File: config.mk
export PLATFORM = sky130hd
export DESIGN_NAME = ifu_issue_ctl
export DESIGN_NICKNAME = d
export VERILOG_FILES = /design/src/rtl/ifu_issue_ctl.sv
export SDC_FILE = /design/constraint.sdc
export NUM_CORES = 1
export LEC_CHECK = 0
export ABC_CLOCK_PERIOD_IN_PS = 6600
export CAP_MARGIN = 20
export CELL_PAD_IN_SITES_DETAIL_PLACEMENT = 2
export CELL_PAD_IN_SITES_GLOBAL_PLACEMENT = 2
export CORE_MARGIN = 2
export CORE_UTILIZATION = 28
export DETAILED_ROUTE_END_ITERATION = 8
export GPL_TIMING_DRIVEN = 0
export HOLD_SLACK_MARGIN = 0.15
export PLACE_DENSITY_LB_ADDON = 0.15
export SYNTH_ARGS = -nofsm -noshare
export SYNTH_HDL_FRONTEND = slang
export SYNTH_SLANG_ARGS = --single-unit
File: constraint.sdc
create_clock -name clk -period 6.6 [get_ports clk]
set_input_delay 1.98 -clock clk [delete_from_list [all_inputs] [get_ports clk]]
set_output_delay 1.98 -clock clk [all_outputs]
set_load 0.005 [all_outputs]
File: src/rtl/ifu_issue_ctl.sv
// Integer functional unit issue controller: decodes one RV32IM R-type/OP-IMM op,
// drives registered ALU/MUL/DIV controls and holds the result select for the unit latency.
//   state | meaning
//   IDLE  | ready to accept an instruction
//   WAIT  | MUL/DIV started, counting down the fixed unit latency
//   DONE  | result valid at ifuresmux, waiting for out_ready
module ifu_issue_ctl #(
  parameter int MUL_LAT  = 3,
  parameter int DIV_LAT  = 34,
  parameter int IFURES_N = 3
) (
  input  logic                        clk,
  input  logic                        rst,
  input  logic                        flush,
  input  logic                        in_valid,
  output logic                        in_ready,
  input  logic [6:0]                  opcode,
  input  logic [2:0]                  func3,
  input  logic [1:0]                  func7b50,
  output logic [3:0]                  aluctl,
  output logic [1:0]                  mulctl,
  output logic [1:0]                  divctl,
  output logic [$clog2(IFURES_N)-1:0] ifuresctl,
  output logic                        unit_start,
  output logic                        busy,
  output logic                        out_valid,
  input  logic                        out_ready,
  output logic                        illegal
);

  localparam int MAX_LAT = (MUL_LAT > DIV_LAT) ? MUL_LAT : DIV_LAT;
  localparam int CW      = $clog2(MAX_LAT + 1);
  localparam int IW      = $clog2(IFURES_N);

  typedef enum logic [1:0] {IDLE = 2'd0, WAIT = 2'd1, DONE = 2'd2} state_t;
  typedef enum logic [1:0] {K_ALU = 2'd0, K_MUL = 2'd1, K_DIV = 2'd2} kind_t;

  state_t          state_q, state_d;
  logic [CW-1:0]   cnt_q, cnt_d;
  logic [3:0]      aluctl_q, aluctl_d;
  logic [1:0]      mulctl_q, mulctl_d;
  logic [1:0]      divctl_q, divctl_d;
  logic [IW-1:0]   ifuresctl_q, ifuresctl_d;
  logic            unit_start_q, unit_start_d;
  logic            illegal_q, illegal_d;

  logic            dec_legal;
  logic            dec_eff;
  kind_t           dec_kind;
  logic            accept;

  always_comb begin
    dec_legal = 1'b0;
    dec_eff   = 1'b0;
    dec_kind  = K_ALU;
    case (opcode)
      7'b0110011: begin
        case (func7b50)
          2'b01: begin
            dec_legal = 1'b1;
            dec_kind  = func3[2] ? K_DIV : K_MUL;
          end
          2'b00: dec_legal = 1'b1;
          2'b10: begin
            dec_legal = (func3 == 3'b000) || (func3 == 3'b101);
            dec_eff   = 1'b1;
          end
          default: dec_legal = 1'b0;
        endcase
      end
      7'b0010011: begin
        if (func3 == 3'b001) begin
          dec_legal = (func7b50 == 2'b00);
        end else if (func3 == 3'b101) begin
          dec_legal = !func7b50[0];
          dec_eff   = func7b50[1];
        end else begin
          dec_legal = 1'b1;
        end
      end
      default: dec_legal = 1'b0;
    endcase
  end

  assign in_ready = (state_q == IDLE) && !flush;
  assign accept   = in_valid && in_ready;

  always_comb begin
    state_d      = state_q;
    cnt_d        = cnt_q;
    aluctl_d     = aluctl_q;
    mulctl_d     = mulctl_q;
    divctl_d     = divctl_q;
    ifuresctl_d  = ifuresctl_q;
    illegal_d    = illegal_q;
    unit_start_d = 1'b0;
    if (flush) begin
      state_d   = IDLE;
      cnt_d     = '0;
      illegal_d = 1'b0;
    end else begin
      case (state_q)
        IDLE: begin
          if (accept) begin
            // only the field of the selected unit is loaded; others read 0
            aluctl_d    = '0;
            mulctl_d    = '0;
            divctl_d    = '0;
            ifuresctl_d = '0;
            illegal_d   = !dec_legal;
            state_d     = DONE;
            if (dec_legal) begin
              case (dec_kind)
                K_MUL: begin
                  mulctl_d     = func3[1:0];
                  ifuresctl_d  = IW'(1);
                  cnt_d        = CW'(MUL_LAT);
                  unit_start_d = 1'b1;
                  state_d      = WAIT;
                end
                K_DIV: begin
                  divctl_d     = func3[1:0];
                  ifuresctl_d  = IW'(2);
                  cnt_d        = CW'(DIV_LAT);
                  unit_start_d = 1'b1;
                  state_d      = WAIT;
                end
                default: aluctl_d = {dec_eff, func3};
              endcase
            end
          end
        end
        WAIT: begin
          cnt_d = cnt_q - CW'(1);
          if (cnt_q == CW'(1)) state_d = DONE;
        end
        DONE: begin
          if (out_ready) begin
            state_d   = IDLE;
            illegal_d = 1'b0;
          end
        end
        default: state_d = IDLE;
      endcase
    end
  end

  always_ff @(posedge clk) begin
    if (rst) begin
      state_q      <= IDLE;
      cnt_q        <= '0;
      aluctl_q     <= '0;
      mulctl_q     <= '0;
      divctl_q     <= '0;
      ifuresctl_q  <= '0;
      unit_start_q <= 1'b0;
      illegal_q    <= 1'b0;
    end else begin
      state_q      <= state_d;
      cnt_q        <= cnt_d;
      aluctl_q     <= aluctl_d;
      mulctl_q     <= mulctl_d;
      divctl_q     <= divctl_d;
      ifuresctl_q  <= ifuresctl_d;
      unit_start_q <= unit_start_d;
      illegal_q    <= illegal_d;
    end
  end

  assign aluctl     = aluctl_q;
  assign mulctl     = mulctl_q;
  assign divctl     = divctl_q;
  assign ifuresctl  = ifuresctl_q;
  assign unit_start = unit_start_q;
  assign busy       = (state_q != IDLE);
  assign out_valid  = (state_q == DONE);
  assign illegal    = illegal_q;

endmodule

## Yosys cells after proc, flatten, opt, wreduce, memory -nomap -nowiden

Index checks and enable logic that the tools add are counted.

| cells by class | value |
|---|---|
| add/subtract/negate cells | 1 |
| equality and inequality tests | 16 |
| mux-type cells | 33 |
| bitwise logic cells | 4 |
| reduce and logical (&&, ||, !) cells | 20 |

Operators with widths:

| kind | number |
|---|---|
| 2-bit two-way mux | 13 |
| 6-bit case mux with 2 select lines | 2 |
| 6-bit two-way mux | 2 |
| 3-bit AND reduction | 3 |
| 1-bit two-way mux | 8 |
| 4-bit two-way mux | 2 |
| 1-bit case mux with 2 select lines | 4 |
| 7-bit by 5-bit == test with 1-bit output, second input constant | 1 |
| 7-bit by 6-bit == test with 1-bit output, second input constant | 1 |
| 2-bit by 1-bit == test with 1-bit output, second input constant | 3 |
| 2-bit == test, second input constant | 3 |
| 6-bit by 1-bit == test with 1-bit output, second input constant | 1 |
| 2-bit inequality test, second input constant | 3 |
| 2-bit case mux with 3 select lines | 1 |
| 2-bit nonzero test | 3 |
| 2-bit OR reduction | 3 |
| 6-bit by 1-bit subtractor with 6-bit output, second input constant | 1 |
| 5-bit OR reduction | 1 |
| 2-bit logical NOT | 2 |
| 1-bit NOT | 4 |
| 2-bit case mux with 2 select lines | 1 |
| 4-bit AND reduction | 1 |
| 3-bit by 1-bit == test with 1-bit output, second input constant | 1 |
| 3-bit == test, second input constant | 1 |
| 6 further kinds | 9 |

| storage, ports and cells | value |
|---|---|
| register bits | 20 |
| output and inout port bits | 15 |
| logic and storage cells | 82 |

## Depth between registers and ports, before layout

Gate-level depths: netlist (run 1).

| depth | value |
|---|---|
| depth after elaboration | 9 |
| gate-level depth with buffers | 11 |
| depth with buffers taken out | 11 |

## Worst setup path before layout (run 1)

No wires, ideal clock.

| timing | value |
|---|---|
| kind | input to output |
| from | input port flush |
| to | output port in_ready |
| data arrival time | 2.086 ns |
| data required time | 4.620 ns |
| path slack | 2.534 ns |
| stages on the path | 1 |
| buffers on the path | 0 |
| cells stage by stage | nor2_1 |

| on the way | value |
|---|---|
| cells in the longest elaborated chain, start to end | 2 |

RTL lines:

| item | RTL line | RTL |
|---|---|---|
| start: declaration | 14 | `input logic flush,` |
| 1-bit logical NOT | 85 | `assign in_ready = (state_q == IDLE) && !flush;` |
| 1-bit logical AND | 85 |  |
| end: declaration | 16 | `output logic in_ready,` |

No other way between the ends.

## Worst setup path in the final report (run 1)

Same ends and word-level chain as after synthesis.

==> Flow_metrics.wiki, run 1 <==
{| class="wikitable"
! Metric !! Value
|-
| Status || completed
|-
| Clock root buffer || sky130_fd_sc_hd__clkbuf_8
|-
| Mean instance size in the synthesized netlist || 7.87 um^2
|-
| Area added between synthesis and finish || 38.6%
|-
| Cell with the largest stage delay on the worst path || sky130_fd_sc_hd__clkdlybuf4s50_1
|-
| Most common cell after layout, fill and taps aside || sky130_fd_sc_hd__clkdlybuf4s50_1
|-
| Detail Placement HPWL || about 3000 um
|-
| Number of clock sinks || 20
|-
| Standby leakage power || about 0.00050 uW
|-
| Net switching power figure || approximately 57 uW
|-
| Port Buffer Count || 31
|-
| Die area || 0.00445 mm^2
|-
| CTS H-tree lvls || 1
|-
| Count of vias placed by the detailed router || between 1000 and 1500
|-
| Clk slew on worst S/H paths || 0.07 ns
|-
| Ant. Diodes || 0
|-
| Sequence of cells on the critical path || clkdlybuf4s50_1 -> nor2_1 -> clkdlybuf4s50_1
|-
| Number of library cell types mapped by synthesis || 38
|-
| Dominant cells by area after synthesis || sky130_fd_sc_hd__dfxtp_1 36%, sky130_fd_sc_hd__a21oi_1 7.7%, sky130_fd_sc_hd__nand4_1 5.7%
|-
| Largest driver fanout on the critical path || 5
|-
| # DRC || 0
|-
| Register bit count reported by yosys || 20
|-
| Data arrival time of the critical path || about 3 ns
|-
| Vias in the first global route || roughly 1300
|-
| Worst Hold Class || flip-flop to flip-flop
|-
| Initial core utilization || 0.297
|-
| R2R depth || 5
|-
| Initial DRT Pass Iterations || 4
|-
| Peak VDD IR || approximately 67 uV
|-
| Quantity of hold-fixing buffers added after cts || 0
|-
| Clock latency on the worst-skew pair || 0.26 ns
|-
| Sequential fraction of the synthesis area || 0.363
|-
| Maximum buffer depth of the clock tree || 2
|-
| Max capacitance violation total || 0
|-
| Core ar. || between 0.003 and 0.004 mm^2
|-
| Sort of element at the start of the critical path || input port
|-
| Number of design-rule violations left by the first detailed-router iteration || 36
|-
| Delay of the slowest cell on the worst path || ~0.50 ns
|-
| Combinational share of power || 0.123
|-
| Global-route usage over all layers || 0.193
|-
| Number of nets still failing antenna checks after routing || 0
|-
| Mean number of vias per cell || ~5.5
|-
| Highest-count cells in the layout ignoring fill and taps || 31 x sky130_fd_sc_hd__clkdlybuf4s50_1, 20 x sky130_fd_sc_hd__dfxtp_1, 17 x sky130_fd_sc_hd__a21oi_1
|-
| Final Hold Fails || 0
|-
| Part of the power in the clock network || 0.385
|-
| CP Capture Type || output pin
|-
| Setup TNS || 0 ns
|-
| Number of nets in the synthesized netlist || around 160
|-
| Layout Cells excl Fill || approximately 220
|-
| Number of setup violations in the final report || 0
|-
| Mapped cell area || 0.00110 mm^2
|-
| Floorplan die height || ~67 um
|-
| Class of the most critical setup path || input port to output pin
|-
| Relative slew slack || 0.622
|-
| Yosys warnings || 0
|-
| Data required time at the worst endpoint || between 4 and 5 ns
|-
| Hold Path Depth || 2
|-
| Initial antenna violation count || 0
|-
| Total gr overflow || 0
|-
| Average detailed-routed wire length per instance || roughly 17 um
|-
| Row count || 22
|-
| Pin count of the biggest net entering global routing || 12
|-
| Post-route worst setup slack || about 1.5 ns
|-
| Int Pwr || approximately 190 uW
|-
| Final cycle utilization of the critical path || 0.768
|-
| Clock tree from TritonCTS || built
|-
| Fin util || 0.411
|-
| Yosys top cell area share || 0.363
|-
| Number of setup buffers added after CTS || 0
|-
| Transition time at the pin with the least slew margin || between 0.5 and 0.6 ns
|-
| Worst slack, placed || around 1.5 ns
|-
| Total placed cells including tap cells || around 220
|-
| Cell taking the most area after synthesis || sky130_fd_sc_hd__dfxtp_1
|-
| Gpl congestion || between 0.8 and 0.9
|-
| Number of buffers created by CTS || 3
|-
| Cell count after synthesis || 140
|-
| Clock Skews || roughly 0.006 ns
|-
| Total detailed-routing wirelength || around 3800 um
|-
| I/O pin total || 32
|-
| Sequential share of power || 0.492
|-
| Net count of the finished layout || just under 200
|-
| Wire length of the first global-routing pass || between 6000 and 7000 um
|-
| Setup repair after global routing missed its margin || false
|-
| Switching Fraction || 0.233
|-
| Final-report max-slew violation count || 0
|-
| Achievable frequency || about 200 MHz
|-
| Pwr dens || 161 mW/mm^2
|-
| Final critical-path required period || 5.07 ns
|-
| Fraction of final layout cells sized beyond drive strength 1 || 0.0514
|-
| Die Width || between 60 and 70 um
|-
| WHS || between 0.4 and 0.5 ns
|-
| Post-CTS resize count || 0
|-
| Critical path's most frequent cell || sky130_fd_sc_hd__clkdlybuf4s50_1
|}
-- power by group through the flow --
stage                     combinational, uW  sequential, uW  clock, uW
after floorplan                        11.4             124          0
after global placement                 28.8             124          0
after detailed placement               30.2             124          0
after CTS                              30.4             121       97.8
after global routing                   33.3             121        103
final                                  30.2             121       94.9
-- state kept, by name (all words and copies together) (netlist names) --
register and count:
unit_start 1, cnt_q 6, illegal 1, ifuresctl 2
mulctl 2, divctl 2, aluctl 4, state_q 2
-- routing by layer --
layer / GRT usage / vias up / share of wire
li1: - / 586 / -
met1: 0.228 / 601 / 0.43
met2: 0.355 / 30 / 0.52
met3: 0.0389 / 2 / 0.047
met4: 0.0459 / 0 / 0.0058
met5: 0 / - / 0
-- final timing paths --
check             start        end  slack [ns]
max reg2reg  state_q[1]   cnt_q[0]        4.56
max               flush   in_ready        1.53
min reg2reg   aluctl[0]  aluctl[0]        0.46
min           aluctl[0]  aluctl[0]        0.46
-- logic make-up (layout without fill, tap and decap cells) --
| logic type | after synthesis | in the layout | synth area share |
|---|---|---|---|
| flip-flops | 20 | 20 | 0.363 |
| AND/OR/NAND/NOR | 68 | 68 | 0.346 |
| XOR/XNOR | 1 | 1 | 0.00795 |
| adder cells (fa/ha/maj) | 4 | 4 | 0.0454 |
| multiplexers | 1 | 1 | 0.0102 |
| buffers and inverters | 13 | 48 | 0.0443 |
| AO/OA/AOI/OAI | 33 | 33 | 0.183 |
-- critical path: cells and delay by family --
kind	cells	cell delay (ns)
buf+inv	2	0.98
simple gates	1	0.13
-- cell usage after synthesis --
master and instances:
sky130_fd_sc_hd__or3_1 1, sky130_fd_sc_hd__nor3_1 6, sky130_fd_sc_hd__a211oi_1 1, sky130_fd_sc_hd__nand3_1 6, sky130_fd_sc_hd__clkbuf_1 7, sky130_fd_sc_hd__nor4b_1 1
sky130_fd_sc_hd__inv_1 5, sky130_fd_sc_hd__o31a_1 1, sky130_fd_sc_hd__nor2b_1 5, sky130_fd_sc_hd__or4b_4 1, sky130_fd_sc_hd__o21a_1 1, sky130_fd_sc_hd__a31oi_1 2
sky130_fd_sc_hd__and3_1 1, sky130_fd_sc_hd__a32oi_1 2, sky130_fd_sc_hd__nand4_2 1, sky130_fd_sc_hd__xor2_1 1, sky130_fd_sc_hd__nand2b_1 2, sky130_fd_sc_hd__o311ai_1 1
sky130_fd_sc_hd__nand2_1 14, sky130_fd_sc_hd__nor2_1 9, sky130_fd_sc_hd__o311a_1 1, sky130_fd_sc_hd__mux2_2 1, sky130_fd_sc_hd__a21o_1 1, sky130_fd_sc_hd__or4_1 1
sky130_fd_sc_hd__nor3_2 1, sky130_fd_sc_hd__o21ai_0 4, sky130_fd_sc_hd__o2111a_1 1, sky130_fd_sc_hd__dfxtp_1 20, sky130_fd_sc_hd__and4_1 1, sky130_fd_sc_hd__nor4_1 2
sky130_fd_sc_hd__or2_1 1, sky130_fd_sc_hd__nand4_1 10, sky130_fd_sc_hd__a21oi_1 17, sky130_fd_sc_hd__or2_2 1, sky130_fd_sc_hd__ha_1 4, sky130_fd_sc_hd__nor3b_1 4
sky130_fd_sc_hd__buf_1 1, sky130_fd_sc_hd__o21ai_1 1
-- final cells by class --
type | instances | area (um^2)
multi-input cells | 107 | 653
clock buffers | 4 | 55.1
fillers | 454 | 2190
well taps | 48 | 60.1
repair buffers | 31 | 310
inverters | 5 | 18.8
plain buffers | 8 | 30.0
flip-flops and latches | 20 | 400
-- per-stage QoR --
| step | instance area [um^2] | power, uW |
|---|---|---|
| global route | 1530 | 258 |
| global placement | 1470 | 153 |
| finish | 1530 | 247 |
| detailed placement | 1470 | 155 |
| floorplan | 1100 | 136 |
| CTS | 1530 | 250 |
No activity file was read; power rests on OpenSTA's default activity.
==> inputs of run 2 (changes only) <==
ABC_CLOCK_PERIOD_IN_PS = 4750   (was 6600)
CORE_UTILIZATION = 26   (was 28)
clock period = 4.75 ns   (was 6.6 ns; I/O delays follow)
==> Flow_metrics.wiki, run 2 (synthesis results as in run 1) <==
{| class="wikitable"
! Metric !! Value
|-
| Status || completed
|-
| Number of setup buffers added after CTS || 0 (unchanged)
|-
| Sort of element at the start of the critical path || input port
|-
| Mean number of vias per cell || 5.26 (-3.7%)
|-
| Final cycle utilization of the critical path || 0.860
|-
| Pin count of the biggest net entering global routing || 12 (unchanged)
|-
| Data arrival time of the critical path || 4.26 ns (+1.17 ns)
|-
| I/O pin total || 32 (unchanged)
|-
| Class of the most critical setup path || input port to flip-flop
|-
| Global-route usage over all layers || 0.162 (-0.0316)
|-
| Number of nets still failing antenna checks after routing || 0 (unchanged)
|-
| Net switching power figure || 79.2 uW (+38%)
|-
| Die area || 0.00478 mm^2 (+7.2%)
|-
| Sequential share of power || 0.493 (about the same)
|-
| Final std cell area, no fill || 0.00153 mm^2 (+0.16%)
|-
| Cell with the largest stage delay on the worst path || sky130_fd_sc_hd__nor4_1
|-
| Clock root buffer || sky130_fd_sc_hd__clkbuf_8
|-
| Net count of the finished layout || 197 (unchanged)
|-
| Vias in the first global route || 1308 (-1.1%)
|-
| Post-CTS resize count || 0 (unchanged)
|-
| Cell area after placement || 0.00148 mm^2 (+0.17%)
|-
| Capturing point of the worst reg2reg path || cnt_q[0]
|-
| Fraction of final layout cells sized beyond drive strength 1 || 0.0514 (unchanged)
|-
| # DRC || 0 (unchanged)
|-
| Clock tree from TritonCTS || built
|-
| Initial DRT Pass Iterations || 4 (unchanged)
|-
| Switching Fraction || 0.232 (-0.00111)
|-
| Final Hold Fails || 0 (unchanged)
|-
| Flip-flop count of the largest register after layout || 6 (unchanged)
|-
| Combinational share of power || 0.122 (about the same)
|-
| Highest-count cells in the layout ignoring fill and taps || 31 x sky130_fd_sc_hd__clkdlybuf4s50_1, 20 x sky130_fd_sc_hd__dfxtp_1, 17 x sky130_fd_sc_hd__a21oi_1
|-
| Largest driver fanout on the critical path || 5 (unchanged)
|-
| Data required time at the worst endpoint || 4.92 ns (+0.30 ns)
|-
| Number of clock sinks || 20 (unchanged)
|-
| Row count || 23 (+4.5%)
|-
| Clock latency on the worst-skew pair || 0.26 ns (about the same)
|-
| Final-report max-slew violation count || 0 (unchanged)
|-
| Number of buffers created by CTS || 3 (unchanged)
|-
| Achievable frequency || ~240 MHz
|-
| Launch instance of the worst register-to-register path || state_q[1]
|-
| Detail Placement HPWL || 2970 um (-1.2%)
|-
| Wire length of the first global-routing pass || 6360 um (-2.1%)
|-
| R2R depth || 5 (unchanged)
|-
| Delay of the slowest cell on the worst path || 0.53 ns (+0.03 ns)
|-
| Core ar. || 0.00403 mm^2 (+8.4%)
|-
| Initial core utilization || 0.274 (-0.0230)
|-
| Pwr dens || 224 mW/mm^2 (+38%)
|-
| Total detailed-routing wirelength || 3730 um (-2.4%)
|-
| Register containing the most flip-flops in the final layout || cnt_q
|-
| Standby leakage power || 0.000497 uW (unchanged)
|-
| Average detailed-routed wire length per instance || 16.6 um (-3.3%)
|-
| Part of the power in the clock network || 0.385 (about the same)
|-
| Die Width || 69.1 um (+3.5%)
|-
| Largest delay share family, worst path || simple AND/OR/NAND/NOR gates
|-
| Max capacitance violation total || 0 (unchanged)
|-
| CP Capture Type || flip-flop
|-
| Area added between synthesis and finish || 38.8%
|-
| Clk slew on worst S/H paths || 0.08 ns (about the same)
|-
| Setup TNS || 0 ns (unchanged)
|-
| Gpl congestion || 0.769 (-5.7%)
|-
| Total gr overflow || 0 (unchanged)
|-
| Port Buffer Count || 31 (unchanged)
|-
| Most common cell after layout, fill and taps aside || sky130_fd_sc_hd__clkdlybuf4s50_1
|-
| R2R setup slack || 2.72 ns (-1.84 ns)
|-
| Initial antenna violation count || 0 (unchanged)
|-
| Number of design-rule violations left by the first detailed-router iteration || 31 (-14%)
|-
| Min-delay src || divctl[0]
|-
| Floorplan die height || 69.1 um (+3.5%)
|-
| Relative slew slack || 0.650 (+0.0282)
|-
| Maximum buffer depth of the clock tree || 2 (unchanged)
|-
| Levels on crit path || 8 (+5)
|-
| Sequence of cells on the critical path || clkdlybuf4s50_1 -> nor4b_1 -> nand3_1 -> nor4_1 -> ha_1 -> nor4_1 -> o21ai_0 -> a211oi_1
|-
| Setup repair after global routing missed its margin || false
|-
| Count of vias placed by the detailed router || 1184 (-2.9%)
|-
| Peak VDD IR || 122 uV (+82%)
|-
| Hold Path End || divctl[0]
|-
| Quantity of hold-fixing buffers added after cts || 0 (unchanged)
|-
| Worst Hold Class || flip-flop to flip-flop
|-
| Final critical-path required period || between 4 and 5 ns
|-
| Number of setup violations in the final report || 0 (unchanged)
|-
| CTS H-tree lvls || 1 (unchanged)
|-
| Clock Skews || 0.00140 ns (-0.00447 ns)
|-
| Hold Path Depth || 2 (unchanged)
|-
| Count of buffering cells on the critical path with inverters included || 1 (-1)
|-
| Int Pwr || 263 uW (+39%)
|-
| Critical path's most frequent cell || sky130_fd_sc_hd__nor4_1
|-
| Ant. Diodes || 0 (unchanged)
|-
| Transition time at the pin with the least slew margin || 0.520 ns (-0.0419 ns)
|}
==> run 2: cell counts in the layout (fill, tap and decap cells not counted) <==
Identical to the previous run, type by type.
==> run 2: metal layers <==
metal  part of all wire  GRT usage  up-vias
met3              0.026     0.0263        2
met2               0.51      0.297       19
met5                  0          0        -
met1               0.46      0.194      580
li1                   -          -      583
met4             0.0051     0.0392        0
==> run 2: tightest hold or removal path: cells and delay by family, from the launching register on <==
family          cells  cell delay, ns
compound gates      1            0.05
flops               1            0.31
simple gates        1            0.05
==> run 2: area by class of cell <==
cell class	instances	area, um^2
inverter	5	18.8
timing repair buffer	31	310
multi-input combinational	107	653
clock buffer	4	55.1
sequential	20	400
fill	480	2500
tap	50	62.6
buffer	8	30.0
==> run 2: worst max path at each step <==
stage / end / startpoint
finish: state_q[0] / opcode[3]
floorplan: cnt_q[0] / opcode[3]
global placement: state_q[0] / opcode[3]
detailed placement: state_q[0] / opcode[3]
CTS: state_q[0] / opcode[3]
global route: state_q[0] / opcode[3]
==> run 2: power by group through the flow <==
| stage | Clock (uW) | Combinational (uW) | Sequential, uW |
|---|---|---|---|
| 4_1_cts | 137 | 42.3 | 169 |
| 3_5_place_dp | 0 | 42.1 | 173 |
| 6_report | 132 | 41.8 | 169 |
| 2_1_floorplan | 0 | 15.8 | 172 |
| 5_1_grt | 145 | 46.0 | 169 |
| 3_3_place_gp | 0 | 40.4 | 173 |
==> run 2: per-stage QoR <==
step / utilization / power (uW) / hold slack (ns) / worst slack (ns) / instances
2_1_floorplan: - / 188 / 0.448 / 1.32 / 140
3_3_place_gp: 0.366 / 213 / 0.442 / 0.518 / 221
6_report: 0.380 / 342 / 0.460 / 0.664 / 225
5_1_grt: 0.380 / 360 / 0.484 / 0.267 / 225
3_5_place_dp: 0.366 / 215 / 0.450 / 0.258 / 221
4_1_cts: 0.380 / 348 / 0.465 / 0.537 / 225
==> inputs of run 3 (changes only) <==
CELL_PAD_IN_SITES_DETAIL_PLACEMENT = 1   (was 2)
CELL_PAD_IN_SITES_GLOBAL_PLACEMENT = 1   (was 2)
CORE_UTILIZATION = 33   (was 26)
==> Flow_metrics.wiki, run 3 (synthesis results as in run 1) <==
{| class="wikitable"
! Metric !! Value
|-
| Status || completed
|-
| Initial core utilization || 0.355 (+0.0816)
|-
| Quantity of hold-fixing buffers added after cts || 0 (unchanged)
|-
| Clock latency on the worst-skew pair || 0.31 ns (+0.05 ns)
|-
| Port Buffer Count || 31 (unchanged)
|-
| Number of setup buffers added after CTS || 0 (unchanged)
|-
| Area added between synthesis and finish || 37.9%
|-
| Levels on crit path || 10 (+2)
|-
| Pin count of the biggest net entering global routing || 13 (+1)
|-
| Fraction of final layout cells sized beyond drive strength 1 || 0.0514 (unchanged)
|-
| Maximum buffer depth of the clock tree || 2 (unchanged)
|-
| Total gr overflow || 0 (unchanged)
|-
| Row count || 20 (-13%)
|-
| Clock Skews || 0.00175 ns (+0.000353 ns)
|-
| Detail Placement HPWL || 2480 um (-17%)
|-
| Flip-flop count of the largest register after layout || 6 (unchanged)
|-
| Core ar. || 0.00310 mm^2 (-23%)
|-
| Critical path's most frequent cell || sky130_fd_sc_hd__nand3_1
|-
| Worst Hold Class || flip-flop to flip-flop
|-
| Cell with the largest stage delay on the worst path || sky130_fd_sc_hd__or4_1
|-
| Setup repair after global routing missed its margin || false
|-
| Sort of element at the start of the critical path || input port
|-
| Class of the most critical setup path || input port to flip-flop
|-
| Average detailed-routed wire length per instance || 14.7 um (-11%)
|-
| Hold Path Depth || 2 (unchanged)
|-
| Area occupied by registers || 400 um^2 (unchanged)
|-
| Clk slew on worst S/H paths || 0.12 ns (+0.04 ns)
|-
| Data arrival time of the critical path || 4.25 ns (about the same)
|-
| Largest delay share family, worst path || simple AND/OR/NAND/NOR gates
|-
| Achievable frequency || 250 MHz (+2.3%)
|-
| Relative slew slack || 0.682 (+0.0314)
|-
| R2R setup slack || 2.73 ns (about the same)
|-
| Mean number of vias per cell || 5.36 (+1.8%)
|-
| Total power of the final layout || 352 uW (+3.0%)
|-
| Vias in the first global route || 1176 (-10%)
|-
| Global-route usage over all layers || 0.195 (+0.0331)
|-
| Pwr dens || 232 mW/mm^2 (+3.7%)
|-
| Total placed cells including tap cells || 215 (-2.7%)
|-
| Area of the multi-input gates || 653 um^2 (unchanged)
|-
| Number of nets still failing antenna checks after routing || 0 (unchanged)
|-
| Initial DRT Pass Iterations || 4 (unchanged)
|-
| Ant. Diodes || 0 (unchanged)
|-
| Gpl congestion || 0.823 (+7.0%)
|-
| Count of buffering cells on the critical path with inverters included || 1 (unchanged)
|-
| I/O pin total || 32 (unchanged)
|-
| Number of design-rule violations left by the first detailed-router iteration || 30 (-3.2%)
|-
| Standby leakage power || 0.000496 uW (-0.17%)
|-
| R2R depth || 5 (unchanged)
|-
| Floorplan die height || 61.8 um (-11%)
|-
| Clock root buffer || sky130_fd_sc_hd__clkbuf_4
|-
| Final Hold Fails || 0 (unchanged)
|-
| Post-CTS resize count || 0 (unchanged)
|-
| Clock tree from TritonCTS || built
|-
| Final cycle utilization of the critical path || 0.841 (-0.0194)
|-
| Total detailed-routing wirelength || 3220 um (-14%)
|-
| Number of buffers created by CTS || 3 (unchanged)
|-
| Largest driver fanout on the critical path || 6 (+1)
|-
| Net count of the finished layout || 197 (unchanged)
|-
| CTS H-tree lvls || 1 (unchanged)
|-
| Count of vias placed by the detailed router || 1173 (-0.93%)
|-
| Min-delay src || ifuresctl[0]
|-
| Most common cell after layout, fill and taps aside || sky130_fd_sc_hd__clkdlybuf4s50_1
|-
| Highest-count cells in the layout ignoring fill and taps || 31 x sky130_fd_sc_hd__clkdlybuf4s50_1, 20 x sky130_fd_sc_hd__dfxtp_1, 17 x sky130_fd_sc_hd__a21oi_1
|-
| Hold Path End || ifuresctl[0]
|-
| Layout Cells excl Fill || 219 (-2.7%)
|-
| CP Capture Type || flip-flop
|-
| Register containing the most flip-flops in the final layout || cnt_q
|-
| Number of clock sinks || 20 (unchanged)
|-
| Die area || 0.00382 mm^2 (-20%)
|-
| # DRC || 0 (unchanged)
|-
| Peak VDD IR || 101 uV (-17%)
|-
| Capturing point of the worst reg2reg path || cnt_q[0]
|-
| Wire length of the first global-routing pass || 5530 um (-13%)
|-
| Setup TNS || 0 ns (unchanged)
|-
| Die Width || 61.8 um (-11%)
|-
| Final critical-path required period || 3.99 ns (-0.0921 ns)
|-
| Sequence of cells on the critical path || clkdlybuf4s50_1 -> nor4b_1 -> nand3_1 -> nor4_1 -> ha_1 -> nor2_1 -> nor3_2 -> nand4_2 -> or4_1 -> nand3_1
|-
| Data required time at the worst endpoint || 5.01 ns (+0.09 ns)
|-
| Fill cell instance count of the final layout || 397 (-17%)
|-
| Max capacitance violation total || 0 (unchanged)
|-
| Launch instance of the worst register-to-register path || state_q[1]
|-
| Final-report max-slew violation count || 0 (unchanged)
|-
| Initial antenna violation count || 0 (unchanged)
|-
| Transition time at the pin with the least slew margin || 0.473 ns (-0.0467 ns)
|-
| Number of setup violations in the final report || 0 (unchanged)
|-
| Delay of the slowest cell on the worst path || 0.47 ns (-0.06 ns)
|}
run 3: cell types whose count changed in the layout (fill, tap and decap cells not counted):
cell,previous run,this run
sky130_fd_sc_hd__clkbuf_8,4,0
sky130_fd_sc_hd__clkbuf_4,0,3
sky130_fd_sc_hd__bufinv_16,0,1
run 3: tightest hold or removal path, stage by stage (launching register included):
cell	delay [ns]
sky130_fd_sc_hd__dfxtp_1	0.33
sky130_fd_sc_hd__nand2_1	0.05
sky130_fd_sc_hd__a21oi_1	0.05
run 3: cell type report:
type	instances	share of cell area
clock buffers	3	0.0148
clock inverters	1	0.0198
flip-flops and latches	20	0.263
repair buffers	31	0.204
inverters	5	0.0123
plain buffers	8	0.0198
multi-input cells	107	0.430
well taps	44	0.0362
run 3: worst max path at each step:
stage,startpoint,end,slack [ns]
2_1_floorplan,opcode[3],cnt_q[0],1.32
3_3_place_gp,opcode[3],cnt_q[0],0.60
3_5_place_dp,opcode[2],cnt_q[0],0.45
4_1_cts,flush,in_ready,0.74
5_1_grt,opcode[2],cnt_q[0],0.46
6_report,opcode[3],cnt_q[0],0.76
run 3: where the power goes:
group	internal, uW	total [uW]	switching, uW	leakage [uW]
combinational	21.0	40.9	19.9	0.000307
sequential	168	169	0.537	0.000161
clock	85.3	143	57.2	0.0000279
run 3: metal layers:
metal  part of all wire  global-route usage  wire [um]
met2               0.44               0.305       1430
met4             0.0074              0.0456         24
met1               0.49               0.281       1590
met5                  0                   0          0
met3              0.058              0.0311        187
run 3: stage by stage:
stage	hold slack, ns	cell area, um^2	setup slack, ns	util
finish	0.465	1520	0.756	0.490
global route	0.484	1520	0.459	0.490
CTS	0.471	1520	0.736	0.490
detailed placement	0.453	1470	0.448	0.473
global placement	0.441	1470	0.603	0.473
floorplan	0.448	1100	1.32	-
